### config.mk
export PLATFORM = sky130hd
export DESIGN_NAME = ga_sync_int_flat
export DESIGN_NICKNAME = d
export VERILOG_FILES = /design/src/rtl/ga_pkg.sv /design/src/rtl/ga_sync_int_if.sv /design/src/rtl/ga_sync_edge.sv /design/src/rtl/ga_sync_int.sv /design/src/flat_wrapper.sv
export SDC_FILE = /design/constraint.sdc
export NUM_CORES = 1
export LEC_CHECK = 0
export BUFFER_PORTS_ARGS = -buffer_cell sky130_fd_sc_hd__buf_2
export CORE_ASPECT_RATIO = 0.8
export CORE_UTILIZATION = 56
export CTS_CLUSTER_SIZE = 30
export DETAILED_ROUTE_END_ITERATION = 6
export PLACE_DENSITY = 0.77
export REMOVE_ABC_BUFFERS = 1
export SKIP_LAST_GASP = 1
export SYNTH_ARGS = -nofsm -noshare
export SYNTH_HDL_FRONTEND = slang
export SYNTH_HIERARCHICAL = 1
export SYNTH_SLANG_ARGS = --single-unit
### constraint.sdc
create_clock -name CLOCK -period 3.2 [get_ports CLOCK]
set_input_delay 0.32 -clock CLOCK [delete_from_list [all_inputs] [get_ports CLOCK]]
set_output_delay 0.32 -clock CLOCK [all_outputs]
set_load 0.02 [all_outputs]
### src/rtl/ga_pkg.sv
// Shared constants and types for the Gate Array sync/interrupt block.
package ga_pkg;
    localparam int INT_LINES = 52;
    localparam int H_DELAY   = 2;
    localparam int H_WIDTH   = 4;
    localparam int V_DELAY   = 2;
    localparam int V_WIDTH   = 26;

    typedef logic [1:0] mode_t;
endpackage

### src/rtl/ga_sync_int_if.sv
// Bundle of CRTC sync inputs, CPU-side controls and the conditioned outputs.
interface ga_sync_int_if;
    import ga_pkg::mode_t;

    logic       CLKEN;
    logic       HSYNC_IN;
    logic       VSYNC_IN;
    logic       INT_ACK;
    logic       INT_CLR;
    mode_t      MODE_IN;
    logic       INT;
    logic       HSYNC_OUT;
    logic       VSYNC_OUT;
    mode_t      MODE;
    logic [5:0] LINE_CNT;

    modport master (
        output CLKEN, HSYNC_IN, VSYNC_IN, INT_ACK, INT_CLR, MODE_IN,
        input  INT, HSYNC_OUT, VSYNC_OUT, MODE, LINE_CNT
    );

    modport slave (
        input  CLKEN, HSYNC_IN, VSYNC_IN, INT_ACK, INT_CLR, MODE_IN,
        output INT, HSYNC_OUT, VSYNC_OUT, MODE, LINE_CNT
    );
endinterface

### src/rtl/ga_sync_edge.sv
// Character-rate sampler for one CRTC sync line with rise/fall strobes.
module ga_sync_edge (
    input  logic clk,
    input  logic rst_n,
    input  logic clken,
    input  logic din,
    output logic level,
    output logic rise,
    output logic fall
);
    logic sample_reg;
    logic prev_reg;

    always_ff @(posedge clk or negedge rst_n) begin
        if (!rst_n) begin
            sample_reg <= 1'b0;
            prev_reg   <= 1'b0;
        end else if (clken) begin
            sample_reg <= din;
            prev_reg   <= sample_reg;
        end
    end

    assign level = sample_reg;
    assign rise  = clken & sample_reg & ~prev_reg;
    assign fall  = clken & ~sample_reg & prev_reg;
endmodule

### src/rtl/ga_sync_int.sv
// CPC Gate Array sync processor: 52-line interrupt counter with VSYNC resync,
// monitor HSYNC/VSYNC shaping and line-aligned screen mode latch.
module ga_sync_int
    import ga_pkg::mode_t;
#(
    parameter int INT_LINES = ga_pkg::INT_LINES,
    parameter int H_DELAY   = ga_pkg::H_DELAY,
    parameter int H_WIDTH   = ga_pkg::H_WIDTH,
    parameter int V_DELAY   = ga_pkg::V_DELAY,
    parameter int V_WIDTH   = ga_pkg::V_WIDTH
) (
    input  logic         CLOCK,
    input  logic         nRESET,
    ga_sync_int_if.slave bus
);
    localparam int HS = 0;
    localparam int VS = 1;

    logic [1:0] sync_in, sync_level, sync_rise, sync_fall;
    assign sync_in = {bus.VSYNC_IN, bus.HSYNC_IN};

    genvar gi;
    generate
        for (gi = 0; gi < 2; gi++) begin : g_edge
            ga_sync_edge u_edge (
                .clk   (CLOCK),
                .rst_n (nRESET),
                .clken (bus.CLKEN),
                .din   (sync_in[gi]),
                .level (sync_level[gi]),
                .rise  (sync_rise[gi]),
                .fall  (sync_fall[gi])
            );
        end
    endgenerate

    logic h_rise, h_fall, h_level, v_rise, v_fall, v_level;
    assign h_rise  = sync_rise[HS];
    assign h_fall  = sync_fall[HS];
    assign h_level = sync_level[HS];
    assign v_rise  = sync_rise[VS];
    assign v_fall  = sync_fall[VS];
    assign v_level = sync_level[VS];

    logic [5:0] line_reg, line_next;
    logic       int_reg, int_next;
    logic       hs_reg, hs_next;
    logic       vs_reg, vs_next;
    mode_t      mode_reg, mode_next;
    logic [2:0] hdly_reg, hdly_next;
    logic [2:0] hw_reg, hw_next;
    logic [1:0] vdly_reg, vdly_next;
    logic [4:0] vw_reg, vw_next;
    logic       raise;
    logic       resync;

    // The VSYNC delay completes on the HSYNC fall that takes vdly from 1 to 0.
    assign resync = h_fall && (vdly_reg == 2'd1) && v_level;

    always_comb begin
        line_next = line_reg;
        int_next  = int_reg;
        hs_next   = hs_reg;
        vs_next   = vs_reg;
        mode_next = mode_reg;
        hdly_next = hdly_reg;
        hw_next   = hw_reg;
        vdly_next = vdly_reg;
        vw_next   = vw_reg;
        raise     = 1'b0;

        if (h_rise) begin
            mode_next = bus.MODE_IN;
            hdly_next = 3'(H_DELAY);
            hs_next   = 1'b0;
            hw_next   = '0;
        end else if (h_fall) begin
            hdly_next = '0;
            hs_next   = 1'b0;
            hw_next   = '0;
        end else if (bus.CLKEN) begin
            if (hdly_reg != 3'd0) begin
                hdly_next = hdly_reg - 3'd1;
                if (hdly_reg == 3'd1 && h_level) begin
                    hs_next = 1'b1;
                    hw_next = 3'(H_WIDTH);
                end
            end
            if (hs_reg) begin
                hw_next = (hw_reg != 3'd0) ? hw_reg - 3'd1 : 3'd0;
                if (hw_reg <= 3'd1) hs_next = 1'b0;
            end
        end

        if (v_rise) begin
            vdly_next = 2'(V_DELAY);
        end else if (v_fall) begin
            vdly_next = '0;
            vs_next   = 1'b0;
            vw_next   = '0;
        end else if (h_fall && vdly_reg != 2'd0) begin
            vdly_next = vdly_reg - 2'd1;
        end

        if (resync) begin
            vs_next   = 1'b1;
            vw_next   = 5'(V_WIDTH);
            line_next = '0;
            if (!line_reg[5]) begin
                int_next = 1'b1;
                raise    = 1'b1;
            end
        end else if (h_fall) begin
            if (vs_reg && !v_fall) begin
                vw_next = (vw_reg != 5'd0) ? vw_reg - 5'd1 : 5'd0;
                if (vw_reg <= 5'd1) vs_next = 1'b0;
            end
            if (line_reg == 6'(INT_LINES - 1)) begin
                line_next = '0;
                int_next  = 1'b1;
                raise     = 1'b1;
            end else begin
                line_next = line_reg + 6'd1;
            end
        end

        // A raising edge outranks ACK; CLR outranks everything.
        if (bus.INT_ACK && !raise) begin
            int_next     = 1'b0;
            line_next[5] = 1'b0;
        end
        if (bus.INT_CLR) begin
            int_next  = 1'b0;
            line_next = '0;
        end
    end

    always_ff @(posedge CLOCK or negedge nRESET) begin
        if (!nRESET) begin
            line_reg <= '0;
            int_reg  <= 1'b0;
            hs_reg   <= 1'b0;
            vs_reg   <= 1'b0;
            mode_reg <= '0;
            hdly_reg <= '0;
            hw_reg   <= '0;
            vdly_reg <= '0;
            vw_reg   <= '0;
        end else begin
            line_reg <= line_next;
            int_reg  <= int_next;
            hs_reg   <= hs_next;
            vs_reg   <= vs_next;
            mode_reg <= mode_next;
            hdly_reg <= hdly_next;
            hw_reg   <= hw_next;
            vdly_reg <= vdly_next;
            vw_reg   <= vw_next;
        end
    end

    assign bus.INT       = int_reg;
    assign bus.HSYNC_OUT = hs_reg;
    assign bus.VSYNC_OUT = vs_reg;
    assign bus.MODE      = mode_reg;
    assign bus.LINE_CNT  = line_reg;
endmodule

### src/flat_wrapper.sv
// flat-port wrapper written by rule: the top's interface ports become plain ports
module ga_sync_int_flat import ga_pkg::mode_t;
#(
    parameter int INT_LINES = ga_pkg::INT_LINES,
    parameter int H_DELAY   = ga_pkg::H_DELAY,
    parameter int H_WIDTH   = ga_pkg::H_WIDTH,
    parameter int V_DELAY   = ga_pkg::V_DELAY,
    parameter int V_WIDTH   = ga_pkg::V_WIDTH
)
  (CLOCK, nRESET, bus_CLKEN, bus_HSYNC_IN, bus_VSYNC_IN, bus_INT_ACK, bus_INT_CLR, bus_MODE_IN, bus_INT, bus_HSYNC_OUT, bus_VSYNC_OUT, bus_MODE, bus_LINE_CNT);
  ga_sync_int_if bus_i ();
  input  logic CLOCK;
  input  logic nRESET;
  input wire logic [$bits(bus_i.CLKEN)-1:0] bus_CLKEN;
  input wire logic [$bits(bus_i.HSYNC_IN)-1:0] bus_HSYNC_IN;
  input wire logic [$bits(bus_i.VSYNC_IN)-1:0] bus_VSYNC_IN;
  input wire logic [$bits(bus_i.INT_ACK)-1:0] bus_INT_ACK;
  input wire logic [$bits(bus_i.INT_CLR)-1:0] bus_INT_CLR;
  input wire logic [$bits(bus_i.MODE_IN)-1:0] bus_MODE_IN;
  output wire logic [$bits(bus_i.INT)-1:0] bus_INT;
  output wire logic [$bits(bus_i.HSYNC_OUT)-1:0] bus_HSYNC_OUT;
  output wire logic [$bits(bus_i.VSYNC_OUT)-1:0] bus_VSYNC_OUT;
  output wire logic [$bits(bus_i.MODE)-1:0] bus_MODE;
  output wire logic [$bits(bus_i.LINE_CNT)-1:0] bus_LINE_CNT;
  assign bus_i.CLKEN = bus_CLKEN;
  assign bus_i.HSYNC_IN = bus_HSYNC_IN;
  assign bus_i.VSYNC_IN = bus_VSYNC_IN;
  assign bus_i.INT_ACK = bus_INT_ACK;
  assign bus_i.INT_CLR = bus_INT_CLR;
  assign bus_i.MODE_IN = bus_MODE_IN;
  assign bus_INT = bus_i.INT;
  assign bus_HSYNC_OUT = bus_i.HSYNC_OUT;
  assign bus_VSYNC_OUT = bus_i.VSYNC_OUT;
  assign bus_MODE = bus_i.MODE;
  assign bus_LINE_CNT = bus_i.LINE_CNT;
  ga_sync_int #(.INT_LINES(INT_LINES), .H_DELAY(H_DELAY), .H_WIDTH(H_WIDTH), .V_DELAY(V_DELAY), .V_WIDTH(V_WIDTH)) u_core (.CLOCK(CLOCK), .nRESET(nRESET), .bus(bus_i));
endmodule
Word level (Yosys, flattened, before mapping) --
Index checks and enable logic that the tools add are counted. Widths: inputs -> output; s select.
Operators by class: $add $sub $neg 5, $mul 0, div/mod/pow operators 0, magnitude comparators 2, equal/unequal tests 4, shifts and indexed selects 0, multiplexer cells 48, bitwise operators 12, reductions and logical operators 23
Operator list (number):
- $mux 3 | 11
- $mux 5 | 6
- $mux 1 | 24
- $mux 6 | 4
- $reduce_bool 3->1 | 6
- $reduce_bool 4->1 | 4
- $and 1x1->1 | 8
- $add 6x1->6 const B | 1
- $eq 6x6->1 const B | 1
- $logic_and 1x1->1 | 6
- $mux 2 | 3
- $reduce_and 3->1 | 2
- $sub 3x1->3 const B | 2
- $le 5x1->1 const B | 1
- $reduce_bool 5->1 | 1
- $sub 5x1->5 const B | 1
- $ne 4x4->1 const B | 1
- $not 1->1 | 4
- $eq 3x1->1 const B | 1
- $le 3x1->1 const B | 1
- $eq 2x1->1 const B | 1
- $logic_not 1->1 | 2
- $reduce_and 2->1 | 1
- $reduce_bool 2->1 | 1
- $sub 2x1->2 const B | 1
Storage, ports and cells: bits in registers 28, bits in latches 0, memory bits (writable) 0, bits in read-only memories 0, bits of input ports 9, logic and storage cells 108, memories kept 0

Depth between registers and ports, before layout --
Gate-level depths: netlist of run 1.
depth after elaboration 10, mapped depth 7, depth with buffers taken out 7

Cells and area by module --
The synthesis of run 1 kept the hierarchy.
By module, submodules not included:
- ga_sync_int | instances 1, cells each 143, area each 1408.9 µm², sequential area each 600.6 µm²
- ga_sync_edge | instances 2, cells each 6, area each 92.6 µm², sequential area each 50.0 µm²

Worst setup path after synthesis of run 1 --
No wires, ideal clock.
path type reg-to-reg, start point register u_core.line_reg[0] (netlist: u_core/bus.LINE_CNT[0]), end point register u_core.line_reg[5] (netlist: u_core/bus.LINE_CNT[5]), setup time 0.107 ns, arrival time 1.550 ns, setup slack 1.543 ns, stages on the path, launching flop included 6, period minus slack after synthesis 1.657 ns, cell sequence dfrtp_1 ha_1 and4bb_1 and3_1 o21ai_2 a2111oi_4
Between the ends: word-level cells in the longest chain between the ends 8, elaborated cells between the ends (all ways) 13, classes of those cells add/sub (1); eq/ne (1); mux (8); reduce/logical (3)
Ends and longest elaborated chain:
- start: declaration | line ga_sync_int.sv:45 | logic [5:0] line_reg, line_next;
- start signal: assignment | line ga_sync_int.sv:150 | line_reg <= line_next;
- branches (longest 8 deep; another with $add 6x1->6)
Parallel ways; which one is timed is not known. The select of a mux whose other input is x is not followed. A chain may end at the register's enable or synchronous reset.

Worst setup path after layout of run 1 --
start point register u_core.g_edge[0].u_edge.sample_reg, end point register u_core.vw_reg[4]
Between the ends: word-level cells in the longest chain between the ends 6, elaborated cells between the ends (all ways) 7, classes of those cells mux (2); bitwise (3); reduce/logical (2)
Ends and longest elaborated chain:
- start: declaration | line ga_sync_edge.sv:11 | logic sample_reg;
- start signal: assignment | line ga_sync_edge.sv:19 | sample_reg <= din;
- $not 1->1 (*) | line ga_sync_edge.sv:26 | assign fall = clken & ~sample_reg & prev_reg;
- $and 1x1->1 (*) (2 in a row) | line ga_sync_edge.sv:26
- net u_core.h_fall | line ga_sync_int.sv:37 | logic h_rise, h_fall, h_level, v_rise, v_fall, v_level;
- $logic_and 1x1->1 (2 in a row) | line ga_sync_int.sv:58 | assign resync = h_fall && (vdly_reg == 2'd1) && v_level;
- $mux 5 (*) | line ga_sync_int.sv:105 | if (resync) begin
- net u_core.vw_next[4] | line ga_sync_int.sv:53 | logic [4:0] vw_reg, vw_next;
- end signal: assignment | line ga_sync_int.sv:158 | vw_reg <= vw_next;
- end: declaration | line ga_sync_int.sv:53
Mark *: on every way through the listed nets, which the timed path passes. The rest lies on a longest branch.

==> flow_summary.yaml, run 1 <==
cells_and_area:
  diodes: 0
  syn_to_final_growth_pct: 9.89
  layout-drive-gt1-share_pct: 21.3
  largest_reg_flops: 6
  nNetsFinal: 193
flow_run:
  drv_cap: 0
timing:
  fin_crit_ns: 1.85
  fin_crit_sh_pct: 57.9
  setup_viol: 0
  hold_viol_final: 0
  max_freq_mhz: 540
  drv_slew: 0
  rsz0062_at_grt: "no"
  whs_ns: 0.191
  clock-skew-final_ns: 0.00339
  max_slew_margin_pct: 59.8
  finalSetupTns_ns: 0
  worstMarginPinSlew_ns: 0.603
synth:
  synth_cell_types: 39
  syn_inst: 155
  yosysTopAreaCellShare_pct: 44.0
  synth_top_cells_by_area: "dfrtp_1, ha_1, mux2_2"
  synthArstFlopShare_pct: 100
  synth_top_flop_cell: "dfrtp_1"
  netlist_area_sq_um: 1590
  ys_ff_latch: 28
  yosysWarnings: 6
  ys_seq_area_share_pct: 44.0
  synth-edff-count: 0
  avgSynthCellArea_sq_um: 10.3
  yosysTopAreaCell: "dfrtp_1"
critical_path:
  critPathLaunch: "u_core/g_edge[0].u_edge/level"
  crit_arrival_ns: 2.08
  critical_path.endpoint_type: "register"
  max_stage_delay_ns: 0.45
  critPathRequiredTime_ns: 3.43
  worstPathMaxFanout: 18
  cp_top_family: "simple AND/OR/NAND/NOR gates"
  worstPathCellList: "and3b_2 -> nor2b_1 -> a21oi_1 -> a21o_1 -> a211o_1"
  worstReg2RegStart: "u_core/g_edge[0].u_edge/level"
  crit_slowest_cell: "and3b_2"
  worst-setup-path-type: "reg -> reg"
  start_kind: "register"
  path_buf_inv: 0
global_routing:
  grt_pass1_wl_microns: 4930
  grtUsageMet1_pct: 28.3
  antenna_found_initial: 0
  grt_usage_pct: 21.5
  grt_pass1_vias: 1143
  grt_use_met3_pct: 5.51
  grt_max_degree: 29
  grtUsageMet2_pct: 35.3
  grt-ovfl-total: 0
  busiest_layer: "met2"
route:
  wirelength_microns: 2890
  drc: 0
  via_count: 1181
  drtAntennaViolNets: 0
  routed_via_density: 5.62
  detail_route.iter0.violations: 35
  dr.pass1.iters: 4
  routedWlPerCell_microns: 13.8
placed_design:
  globalplace.congestion: 0.831
  portBuffers: 19
  dp_hpwl_microns: 2120
min_path:
  hold_class: "in -> reg"
  hold_path_startpoint: "bus_INT_ACK"
floorplan:
  die_w_microns: 61.7
  std_cell_rows: 16
  core_area_sq_um: 2560
  die-area_sq_um: 3070
  num_io_pins: 20
  start_util_pct: 62.2
  die_h_microns: 49.7
clocking:
  cts_tree: "yes"
  cts.repair.resized: 0
  cts-root-buf: "clkbuf_4"
  clk_latency_ns: 0.33
  clkSinkCount: 28
  cts_htree_levels: 1
  clk_pin_slew_ns: 0.14
  post_cts_buffers: 0
  clockBufferDepth: 2
  cts_buffers: 3
pwr:
  p_per_area_nw_per_um2: 530
  leakage_uw: 0.000849
  ir_drop_mv: 0.358
run_status:
  outcome: "completed"
-- synthesized netlist by cell type, types with 2 or more instances --
master,instances
nor2_1,12
o21bai_1,2
dfrtp_1,28
nand3b_1,4
xor2_1,2
nor2b_1,8
a211o_1,2
a21o_1,3
o2111ai_1,2
nor3_1,4
nand2b_1,5
ha_1,9
nand3_1,2
buf_2,2
nand2_1,5
o31ai_1,2
o21ai_0,7
xnor2_1,2
a211oi_1,2
and3b_2,4
a21oi_1,13
mux2_2,7
inv_1,9
and3_1,3
o211ai_1,2
-- what timing repair did --
action                                 CTS  global route
endpoints found under the hold margin   28             0
setup endpoints to repair                0             0
hold buffers                             1             0
-- power by group --
part	leakage, uW	internal (uW)	total, uW	switching, uW
Combinational	0.000461	128	284	156
Clock	0.0000210	69.7	168	98.7
Sequential	0.000367	419	475	55.8
Total	0.000849	617	928	311
-- routing by layer --
layer | wire length [microns] | up-vias
li1 | - | 584
met1 | 1400 | 571
met2 | 1370 | 24
met3 | 105 | 2
met4 | 12 | 0
met5 | 0 | -
-- layout make-up --
| class | count | area (sq um) |
|---|---|---|
| fillers | 217 | 811 |
| repair buffers | 20 | 105 |
| clock buffers | 4 | 36.3 |
| multi-input cells | 113 | 831 |
| inverters | 9 | 33.8 |
| well taps | 36 | 45.0 |
| flip-flops and latches | 28 | 701 |
-- logic make-up (layout without fill, tap and decap cells) --
| group | after synthesis | in the layout | share of synthesized area, % |
|---|---|---|---|
| multiplexers | 8 | 8 | 5.57 |
| adder cells (fa/ha/maj) | 9 | 9 | 7.06 |
| AO/OA/AOI/OAI | 40 | 40 | 18.0 |
| flip-flops | 28 | 28 | 44.0 |
| buffers and inverters | 14 | 33 | 3.92 |
| XOR/XNOR | 4 | 4 | 2.20 |
| AND/OR/NAND/NOR | 52 | 52 | 19.3 |
-- layout by cell type, fill, tap and decap left out, types with 4 or more instances in the layout --
cell	instances
nand3b_1	4
nor3_1	4
o21ai_0	7
dfrtp_1	28
nor2b_1	8
nand2b_1	5
nand2_1	5
mux2_2	7
inv_1	9
and3b_2	4
a21oi_1	13
buf_2	19
ha_1	9
nor2_1	12
-- through the flow --
stage	std cells	area [sq um]	utilization (%)	worst slack, ns	total power, uW
3_5_place_dp	205	1710	66.6	1.26	765
3_3_place_gp	205	1710	66.6	1.37	746
2_1_floorplan	150	1570	-	1.53	678
5_1_grt	210	1750	68.4	1.16	995
4_1_cts	210	1750	68.4	1.37	938
6_report	210	1750	68.4	1.35	928
-- final timing paths --
| path | slack, ns | to | cells after the start |
|---|---|---|---|
| min in group asynchronous | 0.52 | u_core/vw_reg[2] | 2 |
| min | 0.19 | u_core/bus.LINE_CNT[5] | 2 |
| max in group asynchronous | 2.28 | u_core/hdly_reg[2] | 2 |
| min reg2reg | 0.52 | u_core/bus.MODE[0] | 1 |
| max | 1.35 | u_core/vw_reg[4] | 5 |
| max reg2reg | 1.35 | u_core/vw_reg[4] | 5 |
Power figures use the tool's default switching activity.
==> inputs of run 2 (changes only) <==
- CORE_UTILIZATION: 56 -> 51
- PLACE_DENSITY: 0.77 -> 0.74
- clock period: 3.2 -> 1.7 ns (I/O delays scaled with it)
==> run 2 against run 1 <==
Compared with the run above:
- maximum frequency grew 14%
- setup slack got worse by 1.3 ns
- non-clock buffer count up 12
- largest cell class unchanged
- clock skew rose by 0.00074 ns
- highest routed layer unchanged
- global-route usage up 0.43 points
- cell count up 6.7%
- critical endpoint is now u_core/bus.LINE_CNT[3]
- register-to-register slack got worse by 1.3 ns
- clock-buffer cell count unchanged
- via count up 3.6%
- die area is 9.4% higher
- sequential share of layout area shrank 2.9 points
==> flow_summary.yaml, run 2 (synthesis gave the netlist of run 1 again) <==
min_path:
  hold_depth: 2
  hold_class: "in -> reg"
  hold_end: "u_core/bus.LINE_CNT[5]"
  hold_path_startpoint: "bus_INT_ACK"
pwr:
  p_sw_share_pct: 33.2
  seqPwrFrac_pct: 46.5
  pwr-share-clk_pct: 21.3
  leakage_uw: 0.000913
  p_int_uw: 1280
  ir_drop_mv: 0.627
  p_switching_uw: 637
  p_per_area_nw_per_um2: 1020
  comb_power_share_pct: 32.2
placed_design:
  placed_area_sq_um: 1760
  dp_hpwl_microns: 2350
  dp_cells: 214
  portBuffers: 19
  globalplace.congestion: 0.836
critical_path:
  crit_arrival_ns: 1.79
  worstPathMaxFanout: 10
  max_stage_delay_ns: 0.39
  critPathRequiredTime_ns: 1.86
  critical_path.endpoint_type: "register"
  start_kind: "register"
  worstPathCellList: "and3b_2 -> buf_4 -> and2b_1 -> mux2_2 -> a21oi_1 -> nor2_1"
  worstReg2RegStart: "u_core/g_edge[0].u_edge/prev_reg"
  crit_slowest_cell: "dfrtp_1"
  r2r_cells: 6
  reg2reg_to: "u_core/bus.LINE_CNT[3]"
  ff2ff_setup_slack_ns: 0.07
  worst-setup-path-type: "reg -> reg"
clocking:
  cts_htree_levels: 1
  cts_tree: "yes"
  cts-root-buf: "clkbuf_8"
  clockBufferDepth: 2
  clk_pin_slew_ns: 0.09
  clkSinkCount: 28
  cts_buffers: 3
  clk_latency_ns: 0.27
global_routing:
  grt_pass1_vias: 1203
  grt_max_degree: 29
  antenna_found_initial: 0
  grt_pass1_wl_microns: 5510
  grt-ovfl-total: 0
  grt_usage_pct: 21.9
timing:
  fin_crit_ns: 1.63
  drv_slew: 0
  finalSetupTns_ns: 0
  hold_viol_final: 0
  max_slew_margin_pct: 58.0
  rsz0062_at_grt: "yes"
  whs_ns: 0.109
  max_freq_mhz: 613
  setup_viol: 0
  fin_crit_sh_pct: 96.0
  clock-skew-final_ns: 0.00414
  worstMarginPinSlew_ns: 0.630
route:
  routedWlPerCell_microns: 14.4
  dr.pass1.iters: 4
  drc: 0
  routed_via_density: 5.46
  drtAntennaViolNets: 0
  detail_route.iter0.violations: 105
  via_count: 1223
  wirelength_microns: 3230
cells_and_area:
  fillCellCount: 244
  stdcell_count: 224
  stdcell_area_sq_um: 1890
  nNetsFinal: 205
  syn_to_final_growth_pct: 18.7
  largest_reg_flops: 6
  final_common_cell: "dfrtp_1"
  layout-drive-gt1-share_pct: 28.5
  layout_common_cells: "dfrtp_1, buf_2, a21oi_1, buf_4, nor2_1"
  diodes: 0
  final_core_util_pct: 65.9
floorplan:
  die_h_microns: 52.0
  die_w_microns: 64.5
  num_io_pins: 20
  std_cell_rows: 17
  die-area_sq_um: 3350
  core_area_sq_um: 2870
  start_util_pct: 55.5
flow_run:
  drv_cap: 0
run_status:
  outcome: "completed"
run 2: worst max path at each step:
stage | slack, ns | to | startpoint
floorplan | 0.03 | u_core/bus.LINE_CNT[5] | u_core/bus.LINE_CNT[0]
global placement | 0.05 | u_core/hw_reg[0] | u_core/hdly_reg[0]
detailed placement | 0.005 | u_core/hw_reg[1] | u_core/hdly_reg[0]
CTS | 0.02 | u_core/bus.LINE_CNT[5] | u_core/bus.LINE_CNT[0]
global route | -0.004 | u_core/hw_reg[0] | u_core/hdly_reg[0]
finish | 0.07 | u_core/bus.LINE_CNT[3] | u_core/g_edge[0].u_edge/prev_reg
run 2: area by class of cell:
class	count	area (sq um)	share of cell area (%)
Multi-Input combinational cell	113	858	45.4
Sequential cell	28	702	37.1
Timing Repair Buffer	32	195	10.3
Clock buffer	4	55.1	2.91
Tap cell	38	47.5	2.51
Inverter	9	33.8	1.79
run 2: power groups by stage:
stage | Sequential (uW) | Clock (uW) | Combinational [uW]
2_1_floorplan | 911 | 0 | 365
3_3_place_gp | 885 | 0 | 534
3_5_place_dp | 896 | 0 | 572
4_1_cts | 886 | 426 | 598
5_1_grt | 911 | 446 | 695
6_report | 894 | 409 | 619
run 2: per-stage QoR:
| stage | total power, uW | worst slack (ns) |
|---|---|---|
| 6_report | 1920 | 0.0679 |
| 5_1_grt | 2050 | -0.00361 |
| 4_1_cts | 1910 | 0.0179 |
| 3_5_place_dp | 1470 | 0.00476 |
| 3_3_place_gp | 1420 | 0.0508 |
| 2_1_floorplan | 1280 | 0.0336 |
run 2: critical path, delay by kind of cell (launching register included):
kind / cells / cell delay, ns
AND/OR/NAND/NOR: 3 / 0.51
buffers and inverters: 1 / 0.19
multiplexers: 1 / 0.27
AO/OA/AOI/OAI: 1 / 0.15
flip-flops: 1 / 0.39
run 2: routing by layer:
| layer | track usage (%) | share of wire [%] | up-vias |
|---|---|---|---|
| met5 | 0 | 0 | - |
| met4 | 4.81 | 0.49 | 0 |
| met3 | 4.82 | 3.0 | 2 |
| met2 | 38.2 | 50 | 20 |
| met1 | 28.0 | 46 | 588 |
| li1 | - | - | 613 |
run 2: repair_timing:
action | 4_1_cts | 5_1_grt
hold buffers | 1 | 0
pin swaps | 0 | 0
endpoints found under the hold margin | 28 | 0
setup buffers | 0 | 5
endpoints found under the setup margin | 2 | 4
gates resized for setup | 1 | 6
